===== config.mk =====
export PLATFORM = sky130hd
export DESIGN_NAME = fault_injector_multi
export DESIGN_NICKNAME = d
export VERILOG_FILES = /design/src/rtl/fault_injector_multi.sv
export SDC_FILE = /design/constraint.sdc
export NUM_CORES = 1
export LEC_CHECK = 0
export CAP_MARGIN = 10
export CORE_MARGIN = 8
export CORE_UTILIZATION = 55
export CTS_BUF_LIST = sky130_fd_sc_hd__clkbuf_16
export DETAILED_ROUTE_END_ITERATION = 12
export HOLD_SLACK_MARGIN = 0.08
export PLACE_DENSITY_LB_ADDON = 0.05
export SLEW_MARGIN = 20
export SYNTH_ARGS = -nofsm -noshare
export SYNTH_HDL_FRONTEND = slang
export SYNTH_SLANG_ARGS = --single-unit

===== constraint.sdc =====
create_clock -name clk -period 6.8 [get_ports clk]
set_clock_uncertainty 0.15 [all_clocks]
set_input_delay 1.36 -clock clk [delete_from_list [all_inputs] [get_ports clk]]
set_output_delay 1.36 -clock clk [all_outputs]
set_load 0.05 [all_outputs]

===== src/rtl/fault_injector_multi.sv =====
// fault_injector_multi: LFSR-paced, round-robin fault pulse generator driving GATE_COUNT gate lines.
// Define FAULT_INJ_STATS_EN to build the saturating lifetime injection counter behind inject_count.
module fault_injector_multi #(
    parameter int unsigned GATE_COUNT = 4,
    parameter logic [11:0] RAND_SEED  = 12'hAAA
) (
    input  logic                  clk,
    input  logic                  reset,
    input  logic                  logic_reset,
    input  logic                  start,
    input  logic                  abort,
    input  logic [7:0]            threshold,
    input  logic [3:0]            pulse_len,
    input  logic [7:0]            burst_len,
    input  logic [GATE_COUNT-1:0] gate_mask,
    output logic [GATE_COUNT-1:0] fault_out,
    output logic                  busy,
    output logic                  done,
    output logic [15:0]           inject_count
);

    localparam int unsigned      TGT_W     = (GATE_COUNT > 1) ? $clog2(GATE_COUNT) : 1;
    localparam logic [TGT_W-1:0] TGT_LAST  = TGT_W'(GATE_COUNT - 1);
    // An all-zero Galois LFSR locks up, so a zero seed is replaced.
    localparam logic [11:0]      SEED      = (RAND_SEED == 12'h000) ? 12'h001 : RAND_SEED;
    localparam logic [11:0]      LFSR_TAPS = 12'hE08;

    typedef enum logic [1:0] {IDLE, WAIT, INJECT, DONE} state_t;

    state_t                  state;
    state_t                  state_next;
    logic [11:0]             lfsr;
    logic [7:0]              thr_q;
    logic [3:0]              plen_q;
    logic [GATE_COUNT-1:0]   mask_q;
    logic [7:0]              remaining;
    logic [3:0]              pulse_cnt;
    logic [TGT_W-1:0]        tgt;
    logic [GATE_COUNT-1:0]   hit_vec;
    logic                    hit;
    logic                    fire;
    logic                    pulse_last;
    logic                    inject_entry;

    assign fire         = (lfsr[7:0] < thr_q);
    assign pulse_last   = (pulse_cnt == plen_q - 4'd1);
    assign hit_vec      = (GATE_COUNT'(1) << tgt) & mask_q;
    assign hit          = |hit_vec;
    assign inject_entry = (state == WAIT) && (state_next == INJECT);

    assign busy = (state == WAIT) || (state == INJECT);
    assign done = (state == DONE);

    always_ff @(posedge clk) begin
        if (!reset) begin
            state <= IDLE;
        end else begin
            state <= state_next;
        end
    end

    always_comb begin
        // NOTE: default first so every path assigns state_next and no latch is inferred.
        state_next = state;
        if (logic_reset) begin
            state_next = IDLE;
        end else begin
            case (state)
                IDLE:    if (start) state_next = WAIT;
                WAIT: begin
                    if (abort)     state_next = IDLE;
                    else if (fire) state_next = INJECT;
                end
                INJECT: begin
                    if (abort)           state_next = IDLE;
                    else if (pulse_last) state_next = (remaining == 8'd0) ? DONE : WAIT;
                end
                DONE:    state_next = IDLE;
                default: state_next = IDLE;
            endcase
        end
    end

    // Campaign datapath; everything keys off state/state_next so abort and logic_reset need no extra paths.
    always_ff @(posedge clk) begin
        if (!reset) begin
            lfsr      <= SEED;
            thr_q     <= '0;
            plen_q    <= '0;
            mask_q    <= '0;
            remaining <= '0;
            pulse_cnt <= '0;
            tgt       <= '0;
            fault_out <= '0;
        end else begin
            // NOTE: non-blocking assignments throughout, so every right-hand side sees pre-edge values.
            lfsr <= {1'b0, lfsr[11:1]} ^ (lfsr[0] ? LFSR_TAPS : 12'h000);

            if (state == IDLE && state_next == WAIT) begin
                thr_q     <= threshold;
                plen_q    <= (pulse_len == 4'd0) ? 4'd1 : pulse_len;
                mask_q    <= gate_mask;
                remaining <= (burst_len == 8'd0) ? 8'd1 : burst_len;
            end

            if (logic_reset) begin
                tgt <= '0;
            end else if (inject_entry) begin
                tgt <= (tgt == TGT_LAST) ? '0 : tgt + TGT_W'(1);
            end

            if (inject_entry) begin
                pulse_cnt <= '0;
                if (hit) remaining <= remaining - 8'd1;
            end else if (state == INJECT) begin
                pulse_cnt <= pulse_cnt + 4'd1;
            end

            if (state_next != INJECT) begin
                fault_out <= '0;
            end else if (inject_entry) begin
                fault_out <= hit_vec;
            end
        end
    end

`ifdef FAULT_INJ_STATS_EN
    always_ff @(posedge clk) begin
        if (!reset) begin
            inject_count <= '0;
        end else if (inject_entry && hit && inject_count != 16'hFFFF) begin
            inject_count <= inject_count + 16'd1;
        end
    end
`else
    assign inject_count = 16'h0000;
`endif

endmodule


==> results.py <==
metrics = {
    "run_status": {
        "outcome": "completed",
    },
    "routing": {
        "drc_errors": 0,
        "routed_wl_um": 5180,
        "vias_per_cell": 5.28,
        "wl_met3_um": 262,
        "dr_total_vias": 2013,
        "wl_per_cell_um": 13.6,
        "ant_nets": 0,
        "drt-pass1-iter-count": 4,
        "drt-met1-wl_um": 2470,
        "drt_iter0_markers": 87,
        "met2_length_um": 2360,
        "highest_layer": "met4",
    },
    "power": {
        "p_per_area_mw_per_mm2": 233,
        "irDropWorstVdd_v": 0.000208,
        "leakage_nw": 1.17,
    },
    "clocking": {
        "cts.htree.levels": 2,
        "numCtsBuffers": 5,
        "cts_tree": "done",
        "cts.reportedPaths.clkPinSlew_ns": 0.07,
        "cts_buffer_depth": 2,
        "cts_sinks": 48,
        "insertion_delay_ns": 0.29,
        "cts_setup_buffers": 0,
        "cts_resized": 0,
        "holdBufCountCts": 0,
        "clockRootBuffer": "clkbuf_16",
    },
    "worst_hold_path": {
        "min_path_type": "reg -> reg",
    },
    "global_route": {
        "antenna_found_initial": 0,
        "grt_max_degree": 26,
        "grt_pass1_wl_um": 9050,
        "globalRoute.totalOverflow": 0,
        "grt_pass1_vias": 1995,
        "track_usage_pct": 15.2,
    },
    "finish": {
        "fin_util_pct": 68.2,
        "area_growth_pct": 19.1,
        "drive_gt1_share_pct": 4.56,
        "nFillCells": 392,
        "n_antenna_cell": 0,
        "fin_area_mm2": 0.00299,
        "nets": 376,
        "fin_cells": 381,
    },
    "worst_setup_path": {
        "path_max_fanout": 6,
        "cp-end-kind": "output pin",
        "worst_ep_arrival_time_ns": 1.98,
        "cp_slowest_cell": "clkdlybuf4s50_1",
        "path_cells": "inv_1 -> ha_1 -> clkdlybuf4s50_1",
        "critPathLaunchType": "register",
        "critPathRequiredTime_ns": 5.29,
        "cpPeakStageDelay_ns": 0.81,
        "crit_type": "reg -> out",
    },
    "sta": {
        "finalHoldViolCount": 0,
        "maxSlewViolCount": 0,
        "tightest_slew_ns": 0.736,
        "slew_headroom_pct": 50.8,
        "fin_tns_setup_ns": 0,
        "setup_slack_ns": 3.31,
        "grt_setup_unrepaired": "false",
        "max_freq_mhz": 287,
        "setup_viol": 0,
        "period_share_pct": 51.3,
        "period_needed_ns": 3.49,
    },
    "job": {
        "maxCapViolations": 0,
    },
    "logic_synthesis": {
        "synth.avg_cell_area_um2": 8.42,
        "ys_warn_count": 0,
        "syn_inst": 298,
        "netlist_area_mm2": 0.00251,
        "yosysUniqueCellTypes": 49,
        "synth_edf_count": 0,
        "ys_ff_latch": 48,
        "seq_area_frac_synth_pct": 38.3,
        "ys.flop_type": "dfxtp_1",
        "synthArstFlopShare_pct": 0,
    },
    "place": {
        "port-buffer-count": 34,
        "dp_hpwl_um": 3870,
        "place.gp.congestion": 0.803,
        "dpl_worst_slack_ns": 3.08,
        "dp.cells": 373,
        "placed_cell_area_mm2": 0.00282,
    },
    "floorplan": {
        "initial_core_util_pct": 57.2,
        "rows": 24,
        "die_height_um": 83.5,
        "dieWidth_um": 83.5,
        "design.core.area_mm2": 0.00438,
        "die_area_mm2": 0.00698,
        "io_pins": 51,
    },
}
## cells in the mapped netlist (3+ instances only)
library cell	n	share of area, %
nand2_1	49	7.3
dfxtp_1	48	38
a21oi_1	30	6.0
inv_1	20	3.0
ha_1	19	9.5
buf_4	16	4.8
nor2_1	13	1.9
clkbuf_1	10	1.5
nand2b_1	9	2.2
nand3_1	9	1.8
xnor2_1	7	2.4
nor3_1	6	1.2
o21ai_0	6	1.2
and2_1	5	1.2
o31ai_1	3	0.90
xor2_1	3	1.0
## path summary, 6_finish.rpt
kind,from,end,slack (ns),cells after the start
worst min register to register,lfsr[8]$_SDFF_PN0_,lfsr[7]$_SDFF_PN1_,0.26,1
worst min-delay path,lfsr[8]$_SDFF_PN0_,lfsr[7]$_SDFF_PN1_,0.26,1
worst max-delay path,state[0]$_SDFF_PN0_,busy,3.31,3
worst max register to register,plen_q[0]$_SDFFE_PN0N_,remaining[7]$_SDFF_PN0_,3.96,10
## flip-flops by register name (all words and copies together), names as in the netlist
name	count
plen_q	4
pulse_cnt	4
state	2
lfsr	12
thr_q	8
remaining	8
tgt	2
fault_out	4
mask_q	4
## critical path, delay by kind of cell, from the launching register on
family,cells,cell delay (ns)
buffers and inverters,2,0.93
flip-flops,1,0.44
adder cells (fa/ha/maj),1,0.32
## power breakdown
| part | switching, mW | leakage, nW | internal [mW] |
|---|---|---|---|
| combinational | 0.0628 | 0.692 | 0.0438 |
| sequential | 0.00990 | 0.394 | 0.296 |
| clock | 0.108 | 0.0840 | 0.175 |
## through the flow
| step | power [mW] | hold WS, ns |
|---|---|---|
| 6_report | 0.695 | 0.259 |
| 5_1_grt | 0.726 | 0.290 |
| 4_1_cts | 0.700 | 0.264 |
| 3_5_place_dp | 0.418 | 0.248 |
| 3_3_place_gp | 0.416 | 0.240 |
| 2_1_floorplan | 0.392 | 0.236 |
## cells by family after synthesis
kind of cell	count (synthesis)	share of synthesized area (%)
buffers and inverters	47	9.48
adders and majority gates	19	9.48
xor gates and xnor gates	11	4.44
DFF	48	38.3
other	1	0.149
AOI/OAI and AO/OA	61	15.4
muxes	3	1.40
and+or+nand+nor	108	21.4
## area by class of cell
| cell class | instances | area (µm²) | share of cell area, % |
|---|---|---|---|
| clock buffer | 5 | 125 | 4.19 |
| clock inverter | 3 | 47.5 | 1.59 |
| inverter | 20 | 75.1 | 2.51 |
| multi-input combinational | 218 | 1370 | 45.7 |
| sequential | 48 | 961 | 32.2 |
| tap | 52 | 65.1 | 2.18 |
| timing repair buffer | 35 | 348 | 11.6 |
## per-layer routing
metal | up-vias | GRT usage [%]
met3 | 10 | 4.98
met1 | 923 | 18.8
met5 | - | 0
met4 | 0 | 5.02
li1 | 1037 | -
met2 | 43 | 24.1
## cell usage in the layout, fill, tap and decap left out, types with 5 or more instances in the layout
| master | count |
|---|---|
| and2_1 | 5 |
| nor3_1 | 6 |
| nand2b_1 | 9 |
| clkbuf_16 | 5 |
| ha_1 | 19 |
| a21oi_1 | 30 |
| clkdlybuf4s50_1 | 34 |
| nand3_1 | 9 |
| nand2_1 | 49 |
| xnor2_1 | 7 |
| o21ai_0 | 6 |
| dfxtp_1 | 48 |
| conb_1 | 16 |
| nor2_1 | 13 |
| inv_1 | 20 |
Power figures use the tool's default switching activity.
==> variant 1, RTL diff (same flow settings) <==
The parameter `GATE_COUNT` goes from 4 to 8.
--- a/src/rtl/fault_injector_multi.sv
+++ b/src/rtl/fault_injector_multi.sv
@@ -3,3 +3,3 @@
 module fault_injector_multi #(
-    parameter int unsigned GATE_COUNT = 4,
+    parameter int unsigned GATE_COUNT = 8,
     parameter logic [11:0] RAND_SEED  = 12'hAAA
Interface: changed (resized fault_out and gate_mask); port bits go from 51 to 59. The function was not compared with the original's and may differ.
==> variant 1 against the original RTL <==
Worst setup slack worse by 0.27 ns. Power up 38%. Area after synthesis up 17%. Sequential share of layout area fell by 0.91 points. Wire length is 29% higher. Sequential cell count rose by 9. Design area up 22%. Register-to-register slack worse by 0.21 ns. First-iteration DRC count rose by 10%. Highest routed layer unchanged.
==> variant 1: results (changes against the original RTL) <==
| Metric | Value |
|---|---|
| Post-synth top cells | `dfxtp_1, nand2_1, a21oi_1` |
| First-pass GRT wire length | `11.2 mm (+23%)` |
| Placed instance count | `450 (+21%)` |
| GR Util All Layers | `18.5% (+3.4 points)` |
| Largest net degree at the start of global routing | `28 (+7.7%)` |
| Synth cell types | `51 (+4.1%)` |
| Status | `complete, no violations` |
| Proportion of netlist area held by the largest area contributor | `39.0% (+0.72 points)` |
| Sequential area share after synthesis | `39.0% (+0.72 points)` |
| YS warnings | `0 (unchanged)` |
| Slew @ Worst Pin | `0.903 ns (+0.166 ns)` |
| Post-Synth Adder-Cell Area | `8.99% (-0.49 points)` |
| Initial detailed-routing violation count | `96 (+10%)` |
| Post-DP HPWL | `4.74 mm (+22%)` |
| Leakage power total | `1.40 nW (+19%)` |
| Worst vdd ir | `0.000184 V (-12%)` |
| Fill cells | `434 (+11%)` |
| Finished Layout Cells | `466 (+22%)` |
| Top post-synthesis cells by area | `dfxtp_1, ha_1, nand2_1` |
| DR WL/cell | `14.3 um (+5.2%)` |
| WL met3 | `389 um (+48%)` |
| H-tree depth | `3 (+1)` |
| Crit Path Max Fanout | `19 (+13)` |
| Input/output buffers | `42 (+24%)` |
| Multiplexer share of the synthesized area | `2.05% (+0.66 points)` |
| XOR/XNOR share of the synthesized area | `3.77% (-0.67 points)` |
| Layout cells sized above 1 | `5.81% (+1.2 points)` |
| Placer Congestion | `0.810 (+0.87%)` |
| Vias per inst | `5.28 (about the same)` |
| Synth Area in Compound Gates | `16.4% (+1.1 points)` |
| Cells after Synth | `348 (+17%)` |
| Worst-Skew Late Latency | `0.33 ns (+0.04 ns)` |
| Routed met2 length | `3.31 mm (+40%)` |
| Vias in the first global route | `2397 (+20%)` |
| Clock-pin slew on the worst setup and hold paths | `0.05 ns (-0.02 ns)` |
==> variant 1: cell count changes in the layout (fill, tap and decap cells not counted), sizes merged, moves of 4 or more <==
cell	change
a21oi	+4
clkbuf	+4
clkdlybuf4s50	+8
dfxtp	+9
mux2i	+4
nand2	+4
nand2b	+4
nand4	+4
nor2	+8
==> variant 1: final timing paths <==
kind              startpoint           end  slack [ns]  depth (start not counted)
hold / removal       lfsr[8]       lfsr[7]        0.25                          1
setup reg to reg    state[0]  remaining[6]        3.75                          9
hold reg to reg      lfsr[8]       lfsr[7]        0.25                          1
setup / recovery       abort  remaining[6]        3.04                          8
==> variant 1: final cells by class <==
type	instances	area share, %
timing repair buffer	44	11.9
inverter	23	2.36
multi-input combinational	256	43.6
tap	70	2.40
sequential	57	31.3
clock inverter	7	2.33
clock buffer	9	6.17
==> variant 1: worst max-delay path, stage by stage <==
cell,delay [ns]
clkdlybuf4s50_1,0.47
nor2b_1,0.28
nand4_1,0.15
or3_4,0.36
a311oi_2,0.27
o21ai_2,0.25
or4_1,0.52
a31oi_1,0.17
==> variant 1: stage by stage <==
step                      setup WS, ns  hold slack, ns  cell area [sq um]
after floorplan                   3.62           0.236               2980
after global placement            2.88           0.246               3340
after detailed placement          2.76           0.246               3340
after CTS                         3.09           0.257               3650
after global routing              2.91           0.263               3650
final                             3.04           0.254               3650
==> variant 1: per-layer routing <==
metal  vias to the layer above  track usage [%]
li1                       1248                -
met1                      1142             20.2
met2                        62             31.7
met3                        10             7.44
met4                         0             6.45
met5                         -                0
==> variant 1: power by group <==
| group | switching (mW) | internal, mW |
|---|---|---|
| registers | 0.0121 | 0.352 |
| logic | 0.0773 | 0.0516 |
| clock network | 0.147 | 0.316 |
==> variant 2, RTL diff (same settings) <==
Made on the original files. Re-encode `state_t` (4 states) as one-hot, 4 bits wide.
--- a/src/rtl/fault_injector_multi.sv
+++ b/src/rtl/fault_injector_multi.sv
@@ -27,3 +27,3 @@
 
-    typedef enum logic [1:0] {IDLE, WAIT, INJECT, DONE} state_t;
+    typedef enum logic [3:0] {IDLE = 4'b0001, WAIT = 4'b0010, INJECT = 4'b0100, DONE = 4'b1000} state_t;
 
Behaviour: same outputs for any inputs over 10 cycles, from zero or initial values and one cycle with reset low; not proved beyond that.
==> variant 2 against the original RTL <==
Register-to-register slack better by 0.06 ns. Via count up 1.0%. Design area up 2.0%. Area after synthesis up 2.3%. Die area up 1.9%. Worst setup slack worse by 0.45 ns. Sequential share of layout area up 0.68 points. Sequential cell count up 2. Wire length down 1.6%. Utilization down 1.9 points. Power up 0.11%. Critical path type unchanged. Largest cell class unchanged. Largest power group unchanged.
==> variant 2: results (changes against the original RTL) <==
| Metric | Value |
|---|---|
| Status | `complete, no violations` |
| Worst vdd ir | `0.000164 V (-21%)` |
| Vias in the first global route | `1876 (-6.0%)` |
| GR Util All Layers | `14.3% (-0.85 points)` |
| Diodes inserted | `0 (unchanged)` |
| Largest net degree at the start of global routing | `44 (+69%)` |
| Rel. slew slack | `38.3% (-12 points)` |
| Hold path startpoint | `lfsr[8]` |
| Initial detailed-routing violation count | `97 (+11%)` |
| Worst hold stages | `1 (unchanged)` |
| DR WL/cell | `13.2 um (-2.9%)` |
| Placer Congestion | `0.746 (-7.1%)` |
| Top post-synthesis cells by area | `dfxtp_1, nand2_1, ha_1` |
| Fraction of registers with async set/reset | `0% (unchanged)` |
| First-pass GRT wire length | `8.65 mm (-4.4%)` |
| Leakage power total | `1.18 nW (+0.48%)` |
| Worst Path Arrival | `2.43 ns (+0.45 ns)` |
| Syn avg cell area | `8.56 sq um (+1.7%)` |
| Fill cells | `390 (-0.51%)` |
| Post-synth top cells | `nand2_1, dfxtp_1, nor2_1` |
| Routed wire length | `5.10 mm (-1.6%)` |
| Layout cells sized above 1 | `3.92% (-0.64 points)` |
| Placed instance count | `378 (+1.3%)` |
| Synth cell types | `47 (-4.1%)` |
| Nets@finish | `374 (-0.53%)` |
| R2r setup slk | `4.02 ns (+0.06 ns)` |
| Crit Path Max Fanout | `8 (+2)` |
| Vias per inst | `5.27 (-0.27%)` |
| Sequential area share after synthesis | `39.0% (+0.68 points)` |
| R2R Path Start | `thr_q[2]` |
| Post-DP HPWL | `3.65 mm (-5.7%)` |
| R2r worst-path depth | `7 (-3)` |
## variant 2: changes by cell type after synthesis, sizes merged, moves of 4 or more
| cell | delta |
|---|---|
| a211oi | +4 |
| a21boi | +16 |
| a21oi | -25 |
| ha | -5 |
| nand3 | -7 |
| nor2 | +5 |
| nor3 | +5 |
## variant 2: power by group
group	switching [mW]	leakage, nW	internal, mW
sequential	0.00936	0.410	0.307
combinational	0.0571	0.684	0.0410
clock	0.108	0.0818	0.174
total	0.174	1.18	0.521
## variant 2: cell families after synthesis
kind of cell | synth area share (%)
AO/OA/AOI/OAI | 16.4
XOR/XNOR | 4.34
adder cells (fa/ha/maj) | 6.82
buffers and inverters | 9.16
flip-flops | 39.0
multiplexers | 1.17
other | 0.146
AND/OR/NAND/NOR | 23.0
## variant 2: worst max-delay path, cell delays in order (launching register included)
cell and delay [ns]:
dfxtp_1 0.49, nand2b_1 0.12, nor3_1 0.50, or2_2 0.24, clkdlybuf4s50_1 0.80
## variant 2: final cells by class
cell class	instances	area (sq um)	share of cell area (%)
clock buffers	5	125	4.11
clock inverters	3	42.5	1.40
inverters	17	63.8	2.09
multi-input cells	221	1390	45.7
flip-flops and latches	50	1000	32.8
well taps	54	67.6	2.22
repair buffers	36	355	11.7
## variant 2: worst max path at each step
stage | end | depth (start not counted) | start
3_5_place_dp | busy | 4 | state[2]
4_1_cts | busy | 4 | state[2]
3_3_place_gp | fault_out[2] | 6 | reset
6_report | busy | 4 | state[2]
2_1_floorplan | done | 1 | state[3]
5_1_grt | busy | 4 | state[2]
## variant 2: stage by stage
step	util (%)	power [mW]	worst slack, ns	instance area, sq um	hold WS [ns]
3_3_place_gp	62.6	0.419	3.18	2880	0.244
4_1_cts	66.3	0.701	2.84	3050	0.268
5_1_grt	66.3	0.725	2.71	3050	0.294
3_5_place_dp	62.6	0.420	3.17	2880	0.252
6_report	66.3	0.696	2.86	3050	0.262
2_1_floorplan	-	0.396	3.24	2620	0.236
## variant 2: per-layer routing
metal / share of wire [%] / wire [um] / up-vias / global-route usage, %
met5: 0 / 0 / - / 0
met4: 1.1 / 57 / 0 / 4.71
met3: 4.9 / 249 / 5 / 3.68
met2: 46 / 2340 / 35 / 22.8
met1: 48 / 2450 / 934 / 18.2
li1: - / - / 1060 / -
